===== config.mk =====
export PLATFORM = sky130hd
export DESIGN_NAME = fp_pack_normalizer_flat
export DESIGN_NICKNAME = d
export VERILOG_FILES = /design/src/rtl/fp_pack_normalizer_if.sv /design/src/rtl/fp_pack_normalizer.sv /design/src/flat_wrapper.sv
export SDC_FILE = /design/constraint.sdc
export NUM_CORES = 1
export LEC_CHECK = 0
export CORE_AREA = 2 2 119 121
export CTS_BUF_LIST = sky130_fd_sc_hd__clkbuf_8
export DETAILED_ROUTE_END_ITERATION = 8
export DIE_AREA = 0 0 121 123
export PLACE_DENSITY = 0.66
export SYNTH_ARGS = -nofsm -noshare
export SYNTH_HDL_FRONTEND = slang
export SYNTH_SLANG_ARGS = --single-unit

===== constraint.sdc =====
create_clock -name clk -period 3.75 [get_ports clk]
set_input_delay 0.75 -clock clk [delete_from_list [all_inputs] [get_ports clk]]
set_output_delay 0.75 -clock clk [all_outputs]
set_load 0.01 [all_outputs]

===== src/rtl/fp_pack_normalizer_if.sv =====
// Operand/result handshake bundle for the single-precision pack/normalize block.
// The master offers raw operands and consumes packed words; the slave is the normalizer.
interface fp_pack_normalizer_if;
  logic        in_valid;
  logic        in_ready;
  logic        in_sign;
  logic [7:0]  in_exp;
  logic [26:0] in_man;
  logic        out_valid;
  logic        out_ready;
  logic [31:0] out_word;
  logic [2:0]  out_flags;

  modport master (
    output in_valid, in_sign, in_exp, in_man, out_ready,
    input  in_ready, out_valid, out_word, out_flags
  );

  modport slave (
    input  in_valid, in_sign, in_exp, in_man, out_ready,
    output in_ready, out_valid, out_word, out_flags
  );
endinterface


===== src/rtl/fp_pack_normalizer.sv =====
// Normalizes, rounds (nearest-even) and packs a raw 27-bit magnitude into IEEE-754 single.
// One operation in flight; a multi-cycle FSM shifts left one bit per NORM cycle.
module fp_pack_normalizer (
  input  logic                  clk,
  input  logic                  reset,
  fp_pack_normalizer_if.slave   bus
);

  typedef enum logic [2:0] {IDLE, ALIGN, NORM, ROUND, DONE} state_t;

  state_t      state_q, state_d;
  logic        sign_q, sign_d;
  logic [8:0]  exp_q, exp_d;
  logic [26:0] man_q, man_d;
  logic        out_valid_q, out_valid_d;
  logic [31:0] out_word_q, out_word_d;
  logic [2:0]  out_flags_q, out_flags_d;

  logic        rnd_inc;
  logic [26:0] rnd_sum;
  logic [8:0]  exp_inc;

  always_comb begin
    state_d     = state_q;
    sign_d      = sign_q;
    exp_d       = exp_q;
    man_d       = man_q;
    out_valid_d = out_valid_q;
    out_word_d  = out_word_q;
    out_flags_d = out_flags_q;

    // Round bit sits at bit2; guard is bit1, sticky is bit0.
    rnd_inc = man_q[1] & (man_q[0] | man_q[2]);
    rnd_sum = man_q + {24'd0, rnd_inc, 2'b00};
    exp_inc = exp_q + 9'd1;

    case (state_q)
      IDLE: begin
        if (bus.in_valid) begin
          sign_d  = bus.in_sign;
          exp_d   = (bus.in_exp == 8'd0) ? 9'd1 : {1'b0, bus.in_exp};
          man_d   = bus.in_man;
          state_d = ALIGN;
        end
      end

      ALIGN: begin
        if (man_q == 27'd0) begin
          out_word_d  = {sign_q, 31'd0};
          out_flags_d = 3'b001;
          out_valid_d = 1'b1;
          state_d     = DONE;
        end else if (man_q[26]) begin
          if (exp_inc >= 9'd255) begin
            out_word_d  = {sign_q, 8'hFF, 23'd0};
            out_flags_d = 3'b100;
            out_valid_d = 1'b1;
            state_d     = DONE;
          end else begin
            man_d   = {1'b0, man_q[26:2], man_q[1] | man_q[0]};
            exp_d   = exp_inc;
            state_d = NORM;
          end
        end else begin
          state_d = NORM;
        end
      end

      NORM: begin
        if (man_q[25]) begin
          state_d = ROUND;
        end else if (exp_q == 9'd1) begin
          out_word_d  = {sign_q, 31'd0};
          out_flags_d = 3'b010;
          out_valid_d = 1'b1;
          state_d     = DONE;
        end else begin
          // Guard moves up into bit2, sticky stays put in bit0.
          man_d = {man_q[25:1], 1'b0, man_q[0]};
          exp_d = exp_q - 9'd1;
        end
      end

      ROUND: begin
        out_valid_d = 1'b1;
        state_d     = DONE;
        if (rnd_sum[26]) begin
          man_d = {1'b0, rnd_sum[26:1]};
          exp_d = exp_inc;
          if (exp_inc >= 9'd255) begin
            out_word_d  = {sign_q, 8'hFF, 23'd0};
            out_flags_d = 3'b100;
          end else begin
            out_word_d  = {sign_q, exp_inc[7:0], rnd_sum[25:3]};
            out_flags_d = 3'b000;
          end
        end else begin
          man_d       = rnd_sum;
          out_word_d  = {sign_q, exp_q[7:0], rnd_sum[24:2]};
          out_flags_d = 3'b000;
        end
      end

      DONE: begin
        if (bus.out_ready) begin
          out_valid_d = 1'b0;
          state_d     = IDLE;
        end
      end

      default: begin
        state_d     = IDLE;
        out_valid_d = 1'b0;
      end
    endcase
  end

  always_ff @(posedge clk) begin
    if (reset) begin
      state_q     <= IDLE;
      sign_q      <= 1'b0;
      exp_q       <= 9'd0;
      man_q       <= 27'd0;
      out_valid_q <= 1'b0;
      out_word_q  <= 32'd0;
      out_flags_q <= 3'd0;
    end else begin
      state_q     <= state_d;
      sign_q      <= sign_d;
      exp_q       <= exp_d;
      man_q       <= man_d;
      out_valid_q <= out_valid_d;
      out_word_q  <= out_word_d;
      out_flags_q <= out_flags_d;
    end
  end

  assign bus.in_ready  = (state_q == IDLE) & ~reset;
  assign bus.out_valid = out_valid_q;
  assign bus.out_word  = out_word_q;
  assign bus.out_flags = out_flags_q;

endmodule


===== src/flat_wrapper.sv =====
// flat-port wrapper written by rule: the top's interface ports become plain ports
module fp_pack_normalizer_flat 
  (clk, reset, bus_in_valid, bus_in_sign, bus_in_exp, bus_in_man, bus_out_ready, bus_in_ready, bus_out_valid, bus_out_word, bus_out_flags);
  fp_pack_normalizer_if bus_i ();
  input  logic clk;
  input  logic reset;
  input wire logic [$bits(bus_i.in_valid)-1:0] bus_in_valid;
  input wire logic [$bits(bus_i.in_sign)-1:0] bus_in_sign;
  input wire logic [$bits(bus_i.in_exp)-1:0] bus_in_exp;
  input wire logic [$bits(bus_i.in_man)-1:0] bus_in_man;
  input wire logic [$bits(bus_i.out_ready)-1:0] bus_out_ready;
  output wire logic [$bits(bus_i.in_ready)-1:0] bus_in_ready;
  output wire logic [$bits(bus_i.out_valid)-1:0] bus_out_valid;
  output wire logic [$bits(bus_i.out_word)-1:0] bus_out_word;
  output wire logic [$bits(bus_i.out_flags)-1:0] bus_out_flags;
  assign bus_i.in_valid = bus_in_valid;
  assign bus_i.in_sign = bus_in_sign;
  assign bus_i.in_exp = bus_in_exp;
  assign bus_i.in_man = bus_in_man;
  assign bus_i.out_ready = bus_out_ready;
  assign bus_in_ready = bus_i.in_ready;
  assign bus_out_valid = bus_i.out_valid;
  assign bus_out_word = bus_i.out_word;
  assign bus_out_flags = bus_i.out_flags;
  fp_pack_normalizer u_core (.clk(clk), .reset(reset), .bus(bus_i));
endmodule

==> metrics.cfg <==
[clock_tree]
clockBufferDepth = 2
cts_hold_buf = 0
cts_root_buffer = clkbuf_8
h-tree-depth = 3
clock_sinks = 76
clk_latency_ps = 370
cts_buffers = 9
tritoncts = yes
clk_pin_slew_worst_paths_ps = 80

[worst_setup_path]
cpMaxStageDelayCell = or4_1
worstSetupPathType = flip-flop to flip-flop
crit_family = simple AND/OR/NAND/NOR gates
reg2reg_to = u_core.bus.out_word[28]$_SDFFE_PP0P_
regToRegStartpoint = u_core.man_q[1]$_SDFFE_PP0P_
reg2regPathDepth = 11
crit_cells = 11
worstPathBufferInverterCount = 1
required_ps = 3960
cp_slowest_stage_delay_ps = 720
cp.arrival_ps = 3720
crit_path_end_kind = flip-flop
crit_top_cell = ha_1
r2r_setup_slack_ps = 240
crit_fanout = 12
path_cells = o21a_1 > ha_1 > ha_1 > nand4_4 > or4_1 > nor3_4 > nor2_4 > buf_12 > o31a_1 > o21ai_1 > a211oi_1
critPathLaunchType = flip-flop

[yosys]
synth_top_area_share_pct = 28.3
yosysTopAreaCell = dfxtp_1
synthTopCellsByArea = dfxtp_1, nor2_1, nand2_1
yosys_warnings = 0
synth_ff_type = dfxtp_1
syn_area_um2 = 5370
synth-seq-area-share_pct = 28.3
synthArstFlopShare_pct = 0
synth_seq_cells = 76
synth_edf_count = 0
syn_nets = 750
ys_types = 79
synth.avg_cell_area_um2 = 7.62
synth_cells = 704

[place]
io_buffers = 76
dp_worst_setup_slack_ps = 177
postPlaceCellArea_um2 = 6350
place_inst = 923
hpwl_um = 13800
gpl.final_weighted_congestion = 0.936

[cells_and_area]
area_growth_pct = 22.0
drive_gt1_share_pct = 11.0
most-common-layout-cells = dfxtp_1, clkdlybuf4s50_1, nor2_1, nand2_1, a21oi_1
diodes = 0
stdcell_count = 941
layout.nets = 802
mostFrequentLayoutCell = dfxtp_1
num-fill-cells = 1366
final_area_um2 = 6550

[route]
wl_um = 19700
drt_iter0_markers = 519
post_drt_wl_per_cell_um = 20.9
vias = 5852
vias_per_cell = 6.22
drt_first_pass_iters = 5
drc = 0
ant_nets = 0

[floorplan]
num_rows = 43
die_x_um = 121
start_util_pct = 39.4
ios = 77
die_h_um = 123
coreArea_um2 = 13600
dieArea_um2 = 14900

[timing]
period_needed_ps = 3510
setup_viol = 0
fin_skew_ps = 11.7
finalCritPeriodShare_pct = 93.5
hold_viol = 0
rsz0062_at_grt = false
tightest_slew_ps = 850
final.setup.tns_ps = 0
slew_headroom_pct = 43.3
worst_slack_ps = 245
fmax_mhz = 285
final_max_slew_viol_count = 0

[pwr]
combPwrFrac_pct = 42.4
finalPower_mw = 3.01
internal_power_mw = 1.72
switching_share_pct = 42.7
leakage_nw = 2.23
clockPowerShare_pct = 19.7
p_sw_mw = 1.29
peakVddDrop_mv = 0.247
seqPwrFrac_pct = 37.9
power.density_nw_per_um2 = 460

[hold_path]
whs_path_depth = 2
hp-start = u_core.sign_q$_SDFFE_PP0P_
min_to = u_core.bus.out_word[31]$_SDFFE_PP0P_
hold_class = flip-flop to flip-flop

[global_routing]
grt_pass1_wl_um = 31000
grt-ovfl-total = 0
grt_max_degree = 60
grt_pass1_vias = 5553
antenna_found_initial = 0
gr-usage-all-layers_pct = 26.7

[flow_run]
drv_cap = 0

[outcome]
status = completed

==> power by group through the flow <==
| stage | logic [mW] | clock network (mW) | registers, mW |
|---|---|---|---|
| after floorplan | 0.943 | 0 | 1.01 |
| after global placement | 1.25 | 0 | 1.15 |
| after detailed placement | 1.25 | 0 | 1.15 |
| after CTS | 1.26 | 0.610 | 1.13 |
| after global routing | 1.38 | 0.640 | 1.16 |
| final | 1.27 | 0.593 | 1.14 |
==> registers in the layout (all words and copies together), names as in the netlist <==
signal                count
u_core.state_q            3
u_core.bus.out_valid      1
u_core.bus.out_flags      3
u_core.man_q             27
u_core.bus.out_word      32
u_core.exp_q              9
u_core.sign_q             1
==> per-layer routing <==
metal,global-route usage [%],vias to the layer above,wire (µm),share of wire [%]
met1,38.1,2772,9280,47
met3,5.35,31,1630,8.3
met4,9.88,0,384,2.0
met2,39.6,274,8390,43
met5,0,-,0,0
li1,-,2775,-,-
==> final cells by class <==
cell class | count | area, µm² | area share [%]
inverters | 13 | 48.8 | 0.745
multi-input cells | 537 | 3460 | 52.8
clock inverters | 5 | 28.8 | 0.440
flip-flops and latches | 76 | 1520 | 23.2
well taps | 180 | 225 | 3.44
clock buffers | 11 | 151 | 2.31
repair buffers | 119 | 1120 | 17.0
==> Yosys cell counts (all sizes together), types with 3 or more instances <==
cell,count
dfxtp,76
o221ai,9
a222oi,4
nand3,33
inv,11
nand2,60
a221oi,7
a21oi,47
nor3,36
o21ai,31
xor2,7
clkbuf,45
a21o,4
a311oi,8
nand4,10
nor2b,3
mux2i,14
o31ai,3
o221a,3
o22ai,3
or3,4
xnor2,19
a221o,9
o31a,4
and4,3
ha,6
a22oi,16
nor2,72
a22o,8
and3,11
o211ai,9
nor4,27
o21a,3
a2111oi,3
a211oi,19
buf,33
a31o,3
==> kinds of logic after synthesis <==
family / count (synthesis) / share of synthesized area [%]
AOI/OAI and AO/OA: 220 / 30.6
xor gates and xnor gates: 26 / 4.24
adders and majority gates: 6 / 1.40
buffers and inverters: 91 / 7.53
DFF: 76 / 28.3
muxes: 15 / 3.05
and+or+nand+nor: 270 / 24.8
==> metrics by stage <==
stage | hold WS (ps) | util, %
6_report | 468 | 48.1
3_5_place_dp | 453 | 46.6
3_3_place_gp | 449 | 46.6
4_1_cts | 473 | 48.0
5_1_grt | 501 | 48.1
2_1_floorplan | 431 | -
==> how the worst max path moves through the flow <==
stage	start	end
2_1_floorplan	u_core.man_q[2]$_SDFFE_PP0P_	u_core.bus.out_word[30]$_SDFFE_PP0P_
3_3_place_gp	u_core.man_q[2]$_SDFFE_PP0P_	u_core.man_q[16]$_SDFFE_PP0P_
3_5_place_dp	u_core.man_q[2]$_SDFFE_PP0P_	u_core.man_q[16]$_SDFFE_PP0P_
4_1_cts	u_core.man_q[2]$_SDFFE_PP0P_	u_core.man_q[16]$_SDFFE_PP0P_
5_1_grt	u_core.man_q[1]$_SDFFE_PP0P_	u_core.man_q[16]$_SDFFE_PP0P_
6_report	u_core.man_q[1]$_SDFFE_PP0P_	u_core.bus.out_word[28]$_SDFFE_PP0P_
==> tightest hold or removal path, stage by stage (launching register included) <==
cell and delay, ps:
dfxtp_1 320, nand2_1 60, a21oi_1 50
==> what timing repair did <==
action,4_1_cts,5_1_grt
endpoints found under the hold margin,0,0
gates resized for setup,0,1
endpoints found under the setup margin,0,12
buffers inserted,0,2
Power figures use the tool's default switching activity.
